## src/rtl/req_capture.sv

```systemverilog
// ---------------------------------------------------------------------------
// req_capture
//
// Request-capture stage in front of the 4-to-2 priority encoder. Four raw,
// asynchronous request lines are each synchronised, debounced and then
// edge-detected. A debounced rising edge latches a pending bit. The pending
// vector feeds the encoder's a[3:0] input. When the consumer services a
// request it acknowledges with the serviced index, and that pending bit is
// cleared. A request that arrives while its channel is still pending raises a
// sticky overflow flag.
//
// Ports
//   clk        in   1  single clock, rising edge
//   rst_n      in   1  asynchronous active-low reset
//   req_in     in   4  raw asynchronous request lines, active-high
//   ack_valid  in   1  one-cycle pulse: request ack_idx has been serviced
//   ack_idx    in   2  index of the serviced request (valid with ack_valid)
//   ovf_clr    in   1  clears all overflow flags on the next edge
//   pend       out  4  registered pending vector (encoder a[3:0])
//   any_pend   out  1  OR of pend, no extra latency
//   ovf        out  4  registered sticky per-channel overflow flags
//
// Latency: the first edge that samples a new req_in level is edge 1. A held
// level is accepted, and pend updates, on edge DEBOUNCE_CYCLES+2.
// ---------------------------------------------------------------------------
`timescale 1ns/1ps

module req_capture #(
  parameter int unsigned DEBOUNCE_CYCLES = 4,
  // Derived from DEBOUNCE_CYCLES; leave at its default.
  parameter int unsigned CW = $clog2(DEBOUNCE_CYCLES + 1)
) (
  input  logic       clk,
  input  logic       rst_n,
  input  logic [3:0] req_in,
  input  logic       ack_valid,
  input  logic [1:0] ack_idx,
  input  logic       ovf_clr,
  output logic [3:0] pend,
  output logic       any_pend,
  output logic [3:0] ovf
);

  localparam int unsigned NCH = 4;

  // The count value at which a differing level is accepted on that edge.
  localparam logic [CW-1:0] CNT_MAX = CW'(DEBOUNCE_CYCLES - 1);

  // Two-flop synchroniser stages.
  logic [NCH-1:0] s1;
  logic [NCH-1:0] s2;

  // Debounced (accepted) level and per-channel stability counters.
  logic [NCH-1:0] stable;
  logic [CW-1:0]  cnt [NCH];

  // Per-channel events for this cycle.
  logic [NCH-1:0] accept;
  logic [NCH-1:0] rise;
  logic [NCH-1:0] clr;

  // Next-state values of the registered outputs.
  logic [NCH-1:0] pend_next;
  logic [NCH-1:0] ovf_next;

  // -------------------------------------------------------------------------
  // Synchroniser. req_in is used nowhere else.
  // -------------------------------------------------------------------------
  // NOTE: every flop uses non-blocking assignment so that s2 samples the old
  // s1 on the same edge; blocking would collapse the two stages into one.
  always_ff @(posedge clk or negedge rst_n) begin
    if (!rst_n) begin
      s1 <= '0;
      s2 <= '0;
    end else begin
      s1 <= req_in;
      s2 <= s1;
    end
  end

  // -------------------------------------------------------------------------
  // Accept detection: s2 differs from the accepted level and has done so for
  // DEBOUNCE_CYCLES consecutive edges (counter already at its maximum).
  // -------------------------------------------------------------------------
  // NOTE: each always_comb output gets a default first, so no path can leave
  // it unassigned and infer a latch.
  always_comb begin
    accept = '0;
    rise   = '0;
    for (int i = 0; i < NCH; i++) begin
      accept[i] = (s2[i] != stable[i]) && (cnt[i] == CNT_MAX);
      rise[i]   = accept[i] && s2[i];
    end
  end

  // -------------------------------------------------------------------------
  // Debounce counters and accepted level. Any return of s2 to the accepted
  // level before acceptance restarts the count from zero.
  // -------------------------------------------------------------------------
  // NOTE: the counters and the stable level are ordinary flops, not a memory,
  // so they are all cleared by reset; a reset mid-count discards the partial
  // count and a still-held input is seen as a fresh press afterwards.
  always_ff @(posedge clk or negedge rst_n) begin
    if (!rst_n) begin
      stable <= '0;
      for (int i = 0; i < NCH; i++) begin
        cnt[i] <= '0;
      end
    end else begin
      for (int i = 0; i < NCH; i++) begin
        if (s2[i] == stable[i]) begin
          cnt[i] <= '0;
        end else if (accept[i]) begin
          stable[i] <= s2[i];
          cnt[i]    <= '0;
        end else begin
          cnt[i] <= cnt[i] + CW'(1);
        end
      end
    end
  end

  // -------------------------------------------------------------------------
  // Acknowledge decode: at most one channel cleared per cycle.
  // -------------------------------------------------------------------------
  always_comb begin
    clr = '0;
    if (ack_valid) begin
      clr[ack_idx] = 1'b1;
    end
  end

  // -------------------------------------------------------------------------
  // Pending and overflow next state.
  //   pend: a new rise beats a simultaneous clear (the new event supersedes
  //         the one just serviced); an ack to an idle channel is harmless.
  //   ovf:  a rise onto a channel that stays pending is an overflow; a rise
  //         coinciding with that channel's clear is not. A new overflow
  //         beats ovf_clr on the same edge.
  // -------------------------------------------------------------------------
  always_comb begin
    pend_next = pend;
    ovf_next  = ovf_clr ? '0 : ovf;
    for (int i = 0; i < NCH; i++) begin
      if (rise[i]) begin
        pend_next[i] = 1'b1;
      end else if (clr[i]) begin
        pend_next[i] = 1'b0;
      end

      if (rise[i] && pend[i] && !clr[i]) begin
        ovf_next[i] = 1'b1;
      end
    end
  end

  always_ff @(posedge clk or negedge rst_n) begin
    if (!rst_n) begin
      pend <= '0;
      ovf  <= '0;
    end else begin
      pend <= pend_next;
      ovf  <= ovf_next;
    end
  end

  assign any_pend = |pend;

endmodule

```

## config.mk

```make
export PLATFORM = sky130hd
export DESIGN_NAME = req_capture
export DESIGN_NICKNAME = d
export VERILOG_FILES = /design/src/rtl/req_capture.sv
export SDC_FILE = /design/constraint.sdc
export NUM_CORES = 1
export LEC_CHECK = 0
export CORE_MARGIN = 2
export CORE_UTILIZATION = 25
export CTS_CLUSTER_DIAMETER = 200
export DETAILED_ROUTE_END_ITERATION = 6
export GPL_ROUTABILITY_DRIVEN = 0
export GPL_TIMING_DRIVEN = 0
export PLACE_DENSITY = 0.48
export SLEW_MARGIN = 20
export SYNTH_ARGS = -nofsm -noshare
export SYNTH_HDL_FRONTEND = slang
export SYNTH_SLANG_ARGS = --single-unit
```

## constraint.sdc

```tcl
create_clock -name clk -period 1.6 [get_ports clk]
set_clock_uncertainty 0.15 [all_clocks]
set_input_delay 0.32 -clock clk [delete_from_list [all_inputs] [get_ports clk]]
set_output_delay 0.32 -clock clk [all_outputs]
set_load 0.05 [all_outputs]
```

==> metrics.txt, run 1 <==
# TYPE chip_impl_metric gauge
chip_impl_info{name="run_status",value="complete, but fails checks"} 1
chip_impl_info{name="failing_checks",value="setup timing"} 1
chip_impl_metric{name="clk_path_buf_depth",unit=""} 2
chip_impl_metric{name="max_stage_delay",unit="ns"} 0.55
chip_impl_metric{name="timing_hold_violations_final",unit=""} 0
chip_impl_metric{name="clkLatencyLatePin",unit="ns"} 0.27
chip_impl_metric{name="timing.final.max_slew_violations",unit=""} 0
chip_impl_metric{name="fraction_of_the_yosys_area_taken_by_sequential_cells",unit="%"} 64.5
chip_impl_metric{name="grt_use_total",unit="%"} 8.74
chip_impl_metric{name="area_enclosed_by_the_die_boundary",unit="mm2"} 0.00554
chip_impl_metric{name="multiplexer_fraction_of_the_synthesized_cell_area",unit="%"} 3.63
chip_impl_metric{name="buffer_ports.inserted",unit=""} 18
chip_impl_metric{name="worst_ir_drop_vdd",unit="mV"} 0.659
chip_impl_metric{name="avgSynthCellArea",unit="um2"} 14.8
chip_impl_metric{name="cellPowerDensity",unit="mW/mm2"} 1710
chip_impl_metric{name="die_x",unit="um"} 74.5
chip_impl_metric{name="dr.first_iter.drc_count",unit=""} 16
chip_impl_metric{name="worst_slew_pin_slew",unit="ns"} 0.714
chip_impl_metric{name="number_of_cts_inserted_buffers",unit=""} 5
chip_impl_info{name="cts_tree",value="yes"} 1
chip_impl_info{name="clk_root_buffer_cell",value="sky130_fd_sc_hd__clkbuf_8"} 1
chip_impl_metric{name="critical_path.max_fanout",unit=""} 2
chip_impl_info{name="crit-reg2reg-capture",value="stable[3]"} 1
chip_impl_info{name="rsz0062_at_grt",value="yes"} 1
chip_impl_metric{name="crit_buf_inv",unit=""} 1
chip_impl_metric{name="period_share",unit="%"} 116
chip_impl_metric{name="synth_simple_gate_area_share",unit="%"} 17.1
chip_impl_metric{name="dp.cells",unit=""} 169
chip_impl_info{name="critical-path-top-delay-family",value="simple AND/OR/NAND/NOR gates"} 1
chip_impl_metric{name="synth-compound-area-share",unit="%"} 6.05
chip_impl_metric{name="fin_crit",unit="ns"} 1.86
chip_impl_info{name="hold_class",value="flop to flop"} 1
chip_impl_info{name="setup.worst_path.class",value="flop to primary output"} 1
chip_impl_info{name="timing.critical_path.from_type",value="flop"} 1
chip_impl_info{name="rr_startpoint",value="cnt[0]"} 1
chip_impl_metric{name="grt_antenna_before_repair",unit=""} 0
chip_impl_metric{name="io_pins",unit=""} 19
chip_impl_metric{name="detail_route.vias_per_cell",unit=""} 4.07
chip_impl_metric{name="yosysWarningCount",unit=""} 0
chip_impl_info{name="critical-path-slowest-cell",value="sky130_fd_sc_hd__or4_4"} 1
chip_impl_metric{name="detailed_placement_hpwl",unit="mm"} 1.54
chip_impl_metric{name="remaining_drc_errors",unit=""} 0
chip_impl_info{name="mostFrequentLayoutCells",value="sky130_fd_sc_hd__dfrtp_1, sky130_fd_sc_hd__nor3b_1, sky130_fd_sc_hd__clkdlybuf4s50_1"} 1
chip_impl_metric{name="synthToLayoutAreaGrowth",unit="%"} 30.4
chip_impl_metric{name="layout.core_utilization",unit="%"} 34.1
chip_impl_info{name="setup.worst_path.end_class",value="primary output"} 1
chip_impl_info{name="synth_top_family_by_area",value="simple AND/OR/NAND/NOR gates"} 1
chip_impl_metric{name="coreArea",unit="mm2"} 0.00475
chip_impl_metric{name="max_cap_violation_count",unit=""} 0
chip_impl_metric{name="num-nets-final",unit=""} 126
chip_impl_metric{name="relative_max_transition_margin",unit="%"} 52.4
chip_impl_metric{name="die_height",unit="um"} 74.5
chip_impl_metric{name="grt_start_max_net_pins",unit=""} 33
chip_impl_metric{name="max_freq",unit="MHz"} 538
chip_impl_metric{name="std_cell_rows",unit=""} 25
chip_impl_metric{name="share_of_synthesized_cell_area_in_full_adder_half_adder_and_majority_cells",unit="%"} 4.03
chip_impl_metric{name="worstPathRequired",unit="ns"} 1.13
chip_impl_metric{name="mappedNetlistArea",unit="mm2"} 0.00124
chip_impl_metric{name="critPathArrivalTime",unit="ns"} 1.39
chip_impl_info{name="worst_hold_startpoint",value="s1[0]"} 1
chip_impl_metric{name="n_antenna_cell",unit=""} 0
chip_impl_metric{name="number_of_global_route_vias_before_repair",unit=""} 760
chip_impl_info{name="hold_path_end",value="s2[0]"} 1
chip_impl_metric{name="final_cell_count_no_fill",unit=""} 179
chip_impl_metric{name="setup_viol",unit=""} 1
chip_impl_metric{name="start_util",unit="%"} 26.1
chip_impl_metric{name="cts_htree_levels",unit=""} 2
chip_impl_metric{name="worstRegToRegCells",unit=""} 3
chip_impl_metric{name="worst_hold_path_cells",unit=""} 0
chip_impl_metric{name="grt_first_pass_wirelength",unit="mm"} 3.57
chip_impl_metric{name="synth_fp_nets",unit=""} 98
chip_impl_metric{name="worst-r2r-setup-slack",unit="ns"} 0.23
chip_impl_metric{name="drt_pre_antenna_iters",unit=""} 4
chip_impl_info{name="mostFrequentLayoutCell",value="sky130_fd_sc_hd__dfrtp_1"} 1
chip_impl_metric{name="avgRoutedWirePerCell",unit="um"} 11.7
chip_impl_metric{name="post_route_setup_slack",unit="ns"} -0.259
chip_impl_metric{name="clock-sinks",unit=""} 32
chip_impl_metric{name="routed-via-count",unit=""} 729
chip_impl_metric{name="xor_and_xnor_fraction_of_the_mapped_netlist_area",unit="%"} 2.82
chip_impl_metric{name="synth.ff_latch_count",unit=""} 32
chip_impl_info{name="worstPathCellList",value="or4_4, buf_8"} 1
chip_impl_metric{name="share_of_post_route_cells_with_drive_strength_above_1",unit="%"} 29.5
chip_impl_metric{name="ant_nets",unit=""} 0
chip_impl_metric{name="instance_count_of_the_mapped_netlist",unit=""} 84
chip_impl_metric{name="post_synth_num_cell_types",unit=""} 19
chip_impl_metric{name="cellLeakagePower",unit="nW"} 0.708
chip_impl_metric{name="grt_overflow",unit=""} 0
chip_impl_metric{name="drt_wl_total",unit="mm"} 2.10
chip_impl_metric{name="clkSlewWorstSetupHoldPaths",unit="ns"} 0.06
per-layer routing:
layer  GRT usage, %  wire length (um)  vias up  part of all wire (%)
met2           12.7               931       17                    44
met3           4.47               129        3                   6.2
met5              0                 0        -                     0
met4           2.98                19        0                  0.91
met1           11.3              1020      359                    48
li1               -                 -      350                     -
layout make-up:
type	count	area, um2
Timing Repair Buffer	21	190
Inverter	6	22.5
Tap cell	67	83.8
Sequential cell	32	805
Fill cell	481	3140
Clock buffer	7	96.3
Multi-Input combinational cell	46	422
how the worst max path moves through the flow:
| stage | from | to | slack (ns) | cells after the start |
|---|---|---|---|---|
| 2_1_floorplan | pend[2] | any_pend | -0.04 | 1 |
| 3_3_place_gp | rst_n | pend[2] | -0.64 | 1 |
| 4_1_cts | pend[2] | any_pend | -0.27 | 2 |
| 6_report | pend[1] | any_pend | -0.26 | 2 |
| 5_1_grt | pend[1] | any_pend | -0.31 | 2 |
| 3_5_place_dp | pend[2] | any_pend | -0.53 | 2 |
cell families (layout without fill, tap and decap cells):
family / count (synthesis) / count (layout)
AOI/OAI and AO/OA: 8 / 8
xor gates and xnor gates: 4 / 4
adders and majority gates: 4 / 4
buffers and inverters: 6 / 34
DFF: 32 / 32
muxes: 4 / 4
and+or+nand+nor: 26 / 26
synthesized netlist by cell type:
library cell | n | area (um2)
sky130_fd_sc_hd__a22o_1 | 1 | 8.76
sky130_fd_sc_hd__nand4bb_1 | 3 | 33.8
sky130_fd_sc_hd__nor3b_1 | 8 | 60.1
sky130_fd_sc_hd__nor2b_4 | 3 | 41.3
sky130_fd_sc_hd__nor2b_1 | 3 | 18.8
sky130_fd_sc_hd__dfrtp_1 | 32 | 801
sky130_fd_sc_hd__o32ai_1 | 1 | 8.76
sky130_fd_sc_hd__ha_1 | 4 | 50.1
sky130_fd_sc_hd__nand3_1 | 1 | 5.00
sky130_fd_sc_hd__inv_1 | 6 | 22.5
sky130_fd_sc_hd__o21ai_0 | 3 | 15.0
sky130_fd_sc_hd__xnor2_1 | 4 | 35.0
sky130_fd_sc_hd__o32ai_2 | 2 | 32.5
sky130_fd_sc_hd__a41o_1 | 1 | 10.0
sky130_fd_sc_hd__mux2_2 | 4 | 45.0
sky130_fd_sc_hd__nor3_1 | 4 | 20.0
sky130_fd_sc_hd__nor2b_2 | 1 | 8.76
sky130_fd_sc_hd__and3b_1 | 2 | 17.5
sky130_fd_sc_hd__or4_1 | 1 | 7.51
state kept, by name (all words and copies together), names as in the netlist:
| signal | cells |
|---|---|
| ovf | 4 |
| cnt | 12 |
| s1 | 4 |
| s2 | 4 |
| stable | 4 |
| pend | 4 |
what timing repair did:
action / in CTS / in global routing
setup endpoints to repair: 9 / 3
buffers inserted: 2 / 0
resized for setup: 34 / 4
hold buffers: 1 / 0
pin swaps: 0 / 1
hold endpoints to repair: 32 / 0
power breakdown:
part	internal (mW)	switching, mW	leakage [nW]
clock network	0.382	0.263	0.0503
registers	1.01	0.127	0.405
logic	0.425	0.554	0.252
total	1.82	0.944	0.708
stage by stage:
stage / TNS (ns) / hold slack [ns] / power (mW) / cell area (um2) / setup WS [ns]
final: -0.259 / 0.204 / 2.76 / 1620 / -0.259
after global routing: -0.308 / 0.220 / 2.96 / 1620 / -0.308
after CTS: -0.343 / 0.205 / 2.82 / 1630 / -0.273
after detailed placement: -0.750 / 0.191 / 2.11 / 1510 / -0.529
after global placement: -18.13 / 0.187 / 2.08 / 1510 / -0.644
after floorplan: -0.0439 / -0.126 / 1.81 / 1250 / -0.0439
(Power assumes the default switching activity.)
==> run 2: changes to the inputs <==
CORE_MARGIN = 8   (was 2)
==> metrics.txt, run 2 (synthesis gave the netlist of run 1 again) <==
# TYPE chip_impl_metric gauge
chip_impl_metric{name="largest_reg_flops",unit=""} 12
chip_impl_info{name="crit-reg2reg-capture",value="stable[3]"} 1
chip_impl_metric{name="number_of_global_route_vias_before_repair",unit=""} 794
chip_impl_metric{name="grt_first_pass_wirelength",unit="mm"} 3.77
chip_impl_metric{name="finish.instance_area",unit="mm2"} 0.00162
chip_impl_info{name="mostFrequentLayoutCell",value="sky130_fd_sc_hd__dfrtp_1"} 1
chip_impl_metric{name="internal_power",unit="mW"} 1.80
chip_impl_metric{name="worstRegToRegCells",unit=""} 3
chip_impl_metric{name="grt_overflow",unit=""} 0
chip_impl_metric{name="io_pins",unit=""} 19
chip_impl_info{name="hold_path_end",value="s2[3]"} 1
chip_impl_metric{name="number_of_cts_inserted_buffers",unit=""} 5
chip_impl_info{name="largest_register",value="cnt"} 1
chip_impl_metric{name="worst_hold_path_cells",unit=""} 0
chip_impl_metric{name="max_freq",unit="MHz"} 538
chip_impl_metric{name="fin_crit",unit="ns"} 1.86
chip_impl_metric{name="critical_path.max_fanout",unit=""} 2
chip_impl_info{name="critical-path-slowest-cell",value="sky130_fd_sc_hd__or4_4"} 1
chip_impl_metric{name="p_sw_share",unit="%"} 34.6
chip_impl_metric{name="critPathArrivalTime",unit="ns"} 1.39
chip_impl_metric{name="die_x",unit="um"} 86.5
chip_impl_metric{name="worstPathRequired",unit="ns"} 1.13
chip_impl_info{name="setup.worst_path.class",value="flop to primary output"} 1
chip_impl_metric{name="ant_nets",unit=""} 0
chip_impl_info{name="failing_checks",value="setup timing"} 1
chip_impl_metric{name="avgRoutedWirePerCell",unit="um"} 12.2
chip_impl_info{name="worst_hold_startpoint",value="s1[3]"} 1
chip_impl_metric{name="fin_hold_ws",unit="ns"} 0.197
chip_impl_metric{name="dr.first_iter.drc_count",unit=""} 23
chip_impl_metric{name="num-nets-final",unit=""} 125
chip_impl_info{name="rsz0062_at_grt",value="yes"} 1
chip_impl_metric{name="share_of_post_route_cells_with_drive_strength_above_1",unit="%"} 27.7
chip_impl_metric{name="seq_power_share",unit="%"} 41.6
chip_impl_metric{name="clkLatencyLatePin",unit="ns"} 0.28
chip_impl_metric{name="area_enclosed_by_the_die_boundary",unit="mm2"} 0.00748
chip_impl_metric{name="period_share",unit="%"} 116
chip_impl_info{name="rr_startpoint",value="cnt[0]"} 1
chip_impl_metric{name="n_antenna_cell",unit=""} 0
chip_impl_metric{name="placed_area",unit="mm2"} 0.00151
chip_impl_metric{name="max_stage_delay",unit="ns"} 0.55
chip_impl_metric{name="power.clock.fraction",unit="%"} 22.7
chip_impl_metric{name="max_cap_violation_count",unit=""} 0
chip_impl_info{name="cts_tree",value="yes"} 1
chip_impl_metric{name="clkSlewWorstSetupHoldPaths",unit="ns"} 0.06
chip_impl_info{name="hold_class",value="flop to flop"} 1
chip_impl_metric{name="setup_viol",unit=""} 1
chip_impl_info{name="timing.critical_path.from_type",value="flop"} 1
chip_impl_metric{name="detailed_placement_hpwl",unit="mm"} 1.62
chip_impl_metric{name="timing.final.max_slew_violations",unit=""} 0
chip_impl_metric{name="timing_hold_violations_final",unit=""} 0
chip_impl_metric{name="layout.core_utilization",unit="%"} 34.2
chip_impl_info{name="clk_root_buffer_cell",value="sky130_fd_sc_hd__clkbuf_8"} 1
chip_impl_metric{name="n_fill_cell",unit=""} 488
chip_impl_info{name="run_status",value="complete, but fails checks"} 1
chip_impl_metric{name="clock-sinks",unit=""} 32
chip_impl_info{name="worstPathCellList",value="or4_4, buf_8"} 1
chip_impl_metric{name="die_height",unit="um"} 86.5
chip_impl_metric{name="drt_pre_antenna_iters",unit=""} 3
chip_impl_metric{name="buffer_ports.inserted",unit=""} 18
chip_impl_metric{name="cellPowerDensity",unit="mW/mm2"} 1690
chip_impl_metric{name="worst_ir_drop_vdd",unit="mV"} 0.644
chip_impl_metric{name="synthToLayoutAreaGrowth",unit="%"} 30.8
chip_impl_metric{name="grt_use_total",unit="%"} 6.73
chip_impl_metric{name="power.switching",unit="mW"} 0.950
chip_impl_metric{name="post_route_setup_slack",unit="ns"} -0.257
chip_impl_metric{name="detail_route.vias_per_cell",unit=""} 4.02
chip_impl_metric{name="grt_antenna_before_repair",unit=""} 0
chip_impl_metric{name="worst_slew_pin_slew",unit="ns"} 0.712
chip_impl_metric{name="start_util",unit="%"} 26.1
chip_impl_info{name="setup.worst_path.end_class",value="primary output"} 1
chip_impl_info{name="mostFrequentLayoutCells",value="sky130_fd_sc_hd__dfrtp_1, sky130_fd_sc_hd__nor3b_1, sky130_fd_sc_hd__clkdlybuf4s50_1"} 1
chip_impl_metric{name="std_cell_rows",unit=""} 25
chip_impl_metric{name="worst-r2r-setup-slack",unit="ns"} 0.26
chip_impl_metric{name="clk_path_buf_depth",unit=""} 2
chip_impl_metric{name="routed-via-count",unit=""} 720
chip_impl_metric{name="grt_start_max_net_pins",unit=""} 33
chip_impl_metric{name="drt_wl_total",unit="mm"} 2.18
chip_impl_metric{name="relative_max_transition_margin",unit="%"} 52.5
chip_impl_metric{name="power_frac_comb",unit="%"} 35.7
chip_impl_metric{name="crit_buf_inv",unit=""} 1
chip_impl_metric{name="cellLeakagePower",unit="nW"} 0.695
chip_impl_metric{name="coreArea",unit="mm2"} 0.00475
chip_impl_info{name="critical-path-top-delay-family",value="simple AND/OR/NAND/NOR gates"} 1
chip_impl_metric{name="remaining_drc_errors",unit=""} 0
chip_impl_metric{name="cts_htree_levels",unit=""} 2
## run 2: changes by cell type in the layout (fill, tap and decap cells not counted), sizes merged
| cell | change |
|---|---|
| buf | -3 |
| clkdlybuf4s15 | +3 |
## run 2: metrics by stage
stage / power (mW) / worst slack (ns) / TNS [ns] / std cells
floorplan: 1.81 / -0.0439 / -0.0439 / 84
global placement: 2.09 / -0.676 / -19.16 / 169
detailed placement: 2.12 / -0.537 / -0.846 / 169
CTS: 2.79 / -0.272 / -0.272 / 179
global route: 2.93 / -0.300 / -0.300 / 179
finish: 2.75 / -0.257 / -0.257 / 179
## run 2: layout make-up
type	count	area (um2)	share of cell area, %
tap	67	83.8	5.16
sequential	32	805	49.5
clock buffer	8	90.1	5.55
inverter	6	22.5	1.39
multi-input combinational	46	422	26.0
timing repair buffer	20	201	12.4
## run 2: worst max-delay path by stage
stage,endpoint,slack (ns),from,cells past startpoint
final,any_pend,-0.26,pend[2],2
after global placement,pend[0],-0.68,rst_n,1
after global routing,any_pend,-0.30,pend[2],2
after detailed placement,any_pend,-0.54,pend[2],2
after CTS,any_pend,-0.27,pend[2],2
after floorplan,any_pend,-0.04,pend[2],1
## run 2: power by group through the flow
stage / sequential [mW] / combinational, mW / clock (mW)
final: 1.14 / 0.980 / 0.624
after global routing: 1.17 / 1.07 / 0.693
after CTS: 1.15 / 0.996 / 0.648
after detailed placement: 1.17 / 0.953 / 0
after global placement: 1.15 / 0.931 / 0
after floorplan: 1.31 / 0.497 / 0
## run 2: layer usage
layer	vias up	global-route usage (%)	part of all wire [%]
li1	353	-	-
met2	19	9.17	41
met1	342	8.14	49
met3	6	3.12	7.2
met5	-	0	0
met4	0	4.69	2.1
## run 2: what timing repair did
action	in CTS	in global routing
hold buffers	1	0
endpoints found under the setup margin	9	1
gates resized for setup	34	0
hold endpoints to repair	32	0
cloned	0	0
buffers inserted	1	0
==> run 3: changes to the inputs <==
RECOVER_POWER = 25   (was not set)
==> metrics.txt, run 3 (synthesis gave the netlist of run 1 again) <==
# TYPE chip_impl_metric gauge
chip_impl_metric{name="worst-r2r-setup-slack",unit="ns"} 0.16
chip_impl_info{name="crit-reg2reg-capture",value="stable[3]"} 1
chip_impl_metric{name="avgRoutedWirePerCell",unit="um"} 12.2
chip_impl_metric{name="die_height",unit="um"} 86.5
chip_impl_info{name="hold_class",value="flop to flop"} 1
chip_impl_metric{name="n_antenna_cell",unit=""} 0
chip_impl_metric{name="grt_start_max_net_pins",unit=""} 33
chip_impl_metric{name="drt_wl_total",unit="mm"} 2.18
chip_impl_info{name="timing.critical_path.from_type",value="flop"} 1
chip_impl_metric{name="worstRegToRegCells",unit=""} 3
chip_impl_metric{name="placement.setup.worst_slack",unit="ns"} -0.537
chip_impl_info{name="setup.worst_path.class",value="flop to primary output"} 1
chip_impl_info{name="rr_startpoint",value="cnt[0]"} 1
chip_impl_metric{name="die_x",unit="um"} 86.5
chip_impl_metric{name="area_enclosed_by_the_die_boundary",unit="mm2"} 0.00748
chip_impl_metric{name="critical_path.max_fanout",unit=""} 2
chip_impl_metric{name="detail_route.vias_per_cell",unit=""} 4.03
chip_impl_metric{name="dr.first_iter.drc_count",unit=""} 21
chip_impl_metric{name="grt_overflow",unit=""} 0
chip_impl_metric{name="grt_first_pass_wirelength",unit="mm"} 3.77
chip_impl_metric{name="relative_max_transition_margin",unit="%"} 52.5
chip_impl_metric{name="timing_hold_violations_final",unit=""} 0
chip_impl_metric{name="clk_path_buf_depth",unit=""} 2
chip_impl_info{name="clk_root_buffer_cell",value="sky130_fd_sc_hd__clkbuf_8"} 1
chip_impl_metric{name="grt_antenna_before_repair",unit=""} 0
chip_impl_metric{name="routed-via-count",unit=""} 722
chip_impl_metric{name="max_freq",unit="MHz"} 538
chip_impl_metric{name="finalPower",unit="mW"} 2.74
chip_impl_metric{name="synthToLayoutAreaGrowth",unit="%"} 30.0
chip_impl_metric{name="start_util",unit="%"} 26.1
chip_impl_metric{name="share_of_post_route_cells_with_drive_strength_above_1",unit="%"} 25.9
chip_impl_metric{name="std_cell_rows",unit=""} 25
chip_impl_info{name="cts_tree",value="yes"} 1
chip_impl_metric{name="period_share",unit="%"} 116
chip_impl_info{name="largest_register",value="cnt"} 1
chip_impl_metric{name="grt_use_total",unit="%"} 6.73
chip_impl_metric{name="cellPowerDensity",unit="mW/mm2"} 1700
chip_impl_metric{name="num-nets-final",unit=""} 125
chip_impl_metric{name="worst_ir_drop_vdd",unit="mV"} 0.644
chip_impl_metric{name="coreArea",unit="mm2"} 0.00475
chip_impl_metric{name="critPathArrivalTime",unit="ns"} 1.39
chip_impl_info{name="mostFrequentLayoutCell",value="sky130_fd_sc_hd__dfrtp_1"} 1
chip_impl_metric{name="worstPathRequired",unit="ns"} 1.13
chip_impl_info{name="rsz0062_at_grt",value="yes"} 1
chip_impl_metric{name="drt_pre_antenna_iters",unit=""} 3
chip_impl_metric{name="post_route_setup_slack",unit="ns"} -0.257
chip_impl_info{name="worst_hold_startpoint",value="s1[3]"} 1
chip_impl_metric{name="remaining_drc_errors",unit=""} 0
chip_impl_metric{name="buffer_ports.inserted",unit=""} 18
chip_impl_metric{name="setup_viol",unit=""} 1
chip_impl_metric{name="cellLeakagePower",unit="nW"} 0.695
chip_impl_metric{name="cts_htree_levels",unit=""} 2
chip_impl_info{name="mostFrequentLayoutCells",value="sky130_fd_sc_hd__dfrtp_1, sky130_fd_sc_hd__nor3b_1, sky130_fd_sc_hd__clkdlybuf4s15_2"} 1
chip_impl_metric{name="io_pins",unit=""} 19
chip_impl_info{name="setup.worst_path.end",value="any_pend"} 1
chip_impl_metric{name="max_cap_violation_count",unit=""} 0
chip_impl_info{name="run_status",value="complete, but fails checks"} 1
chip_impl_metric{name="number_of_global_route_vias_before_repair",unit=""} 794
chip_impl_info{name="critPathLaunch",value="pend[2]"} 1
chip_impl_info{name="setup.worst_path.end_class",value="primary output"} 1
chip_impl_info{name="failing_checks",value="setup timing"} 1
chip_impl_metric{name="clkSlewWorstSetupHoldPaths",unit="ns"} 0.06
chip_impl_metric{name="clock-sinks",unit=""} 32
chip_impl_metric{name="clkLatencyLatePin",unit="ns"} 0.28
chip_impl_metric{name="timing.final.max_slew_violations",unit=""} 0
chip_impl_metric{name="detailed_placement_hpwl",unit="mm"} 1.62
chip_impl_metric{name="largest_reg_flops",unit=""} 12
chip_impl_metric{name="fin_crit",unit="ns"} 1.86
chip_impl_metric{name="worst_slew_pin_slew",unit="ns"} 0.713
chip_impl_metric{name="number_of_cts_inserted_buffers",unit=""} 5
chip_impl_metric{name="ant_nets",unit=""} 0
[run 3: where the power goes]
group,internal (mW),switching [mW],total (mW),leakage [nW]
clock network,0.350,0.274,0.624,0.0455
registers,1.01,0.131,1.14,0.405
logic,0.427,0.544,0.972,0.245
total,1.79,0.949,2.74,0.695
[run 3: routing by layer]
layer | up-vias | wire, um | track usage [%]
met2 | 19 | 899 | 9.17
met1 | 344 | 1070 | 8.14
met3 | 6 | 157 | 3.12
met4 | 0 | 46 | 4.69
li1 | 353 | - | -
met5 | - | 0 | 0
[run 3: how the worst min path moves through the flow]
| stage | end | slack, ns | cells past startpoint |
|---|---|---|---|
| floorplan | cnt[0] | -0.13 | 0 |
| global placement | s2[1] | 0.18 | 0 |
| detailed placement | s2[3] | 0.19 | 0 |
| CTS | s2[3] | 0.20 | 0 |
| global route | s2[2] | 0.21 | 0 |
| finish | s2[3] | 0.20 | 0 |
[run 3: metrics by stage]
step	std cells	utilization [%]	hold WS [ns]	TNS, ns	cell area [um2]
2_1_floorplan	84	-	-0.126	-0.0439	1250
3_3_place_gp	169	31.8	0.185	-19.16	1510
3_5_place_dp	169	31.7	0.186	-0.846	1510
4_1_cts	179	34.2	0.198	-0.272	1620
5_1_grt	179	33.9	0.215	-0.300	1610
6_report	179	33.9	0.197	-0.257	1610
[run 3: area by class of cell]
| class | instances | area, um2 |
|---|---|---|
| inverter | 6 | 22.5 |
| multi-input combinational | 46 | 412 |
| clock buffer | 8 | 90.1 |
| sequential | 32 | 805 |
| fill | 489 | 3140 |
| timing repair buffer | 20 | 201 |
| tap | 67 | 83.8 |
[run 3: timing repair]
item	4_1_cts	5_1_grt
buffers inserted	1	0
endpoints found under the hold margin	32	0
hold buffers	1	0
pin swaps	0	0
gates resized for setup	34	0
endpoints found under the setup margin	9	1
[run 3: worst max-delay path: stages, from the launching register on]
cell and delay, ns:
sky130_fd_sc_hd__dfrtp_2 0.40, sky130_fd_sc_hd__or4_4 0.55, sky130_fd_sc_hd__buf_8 0.17
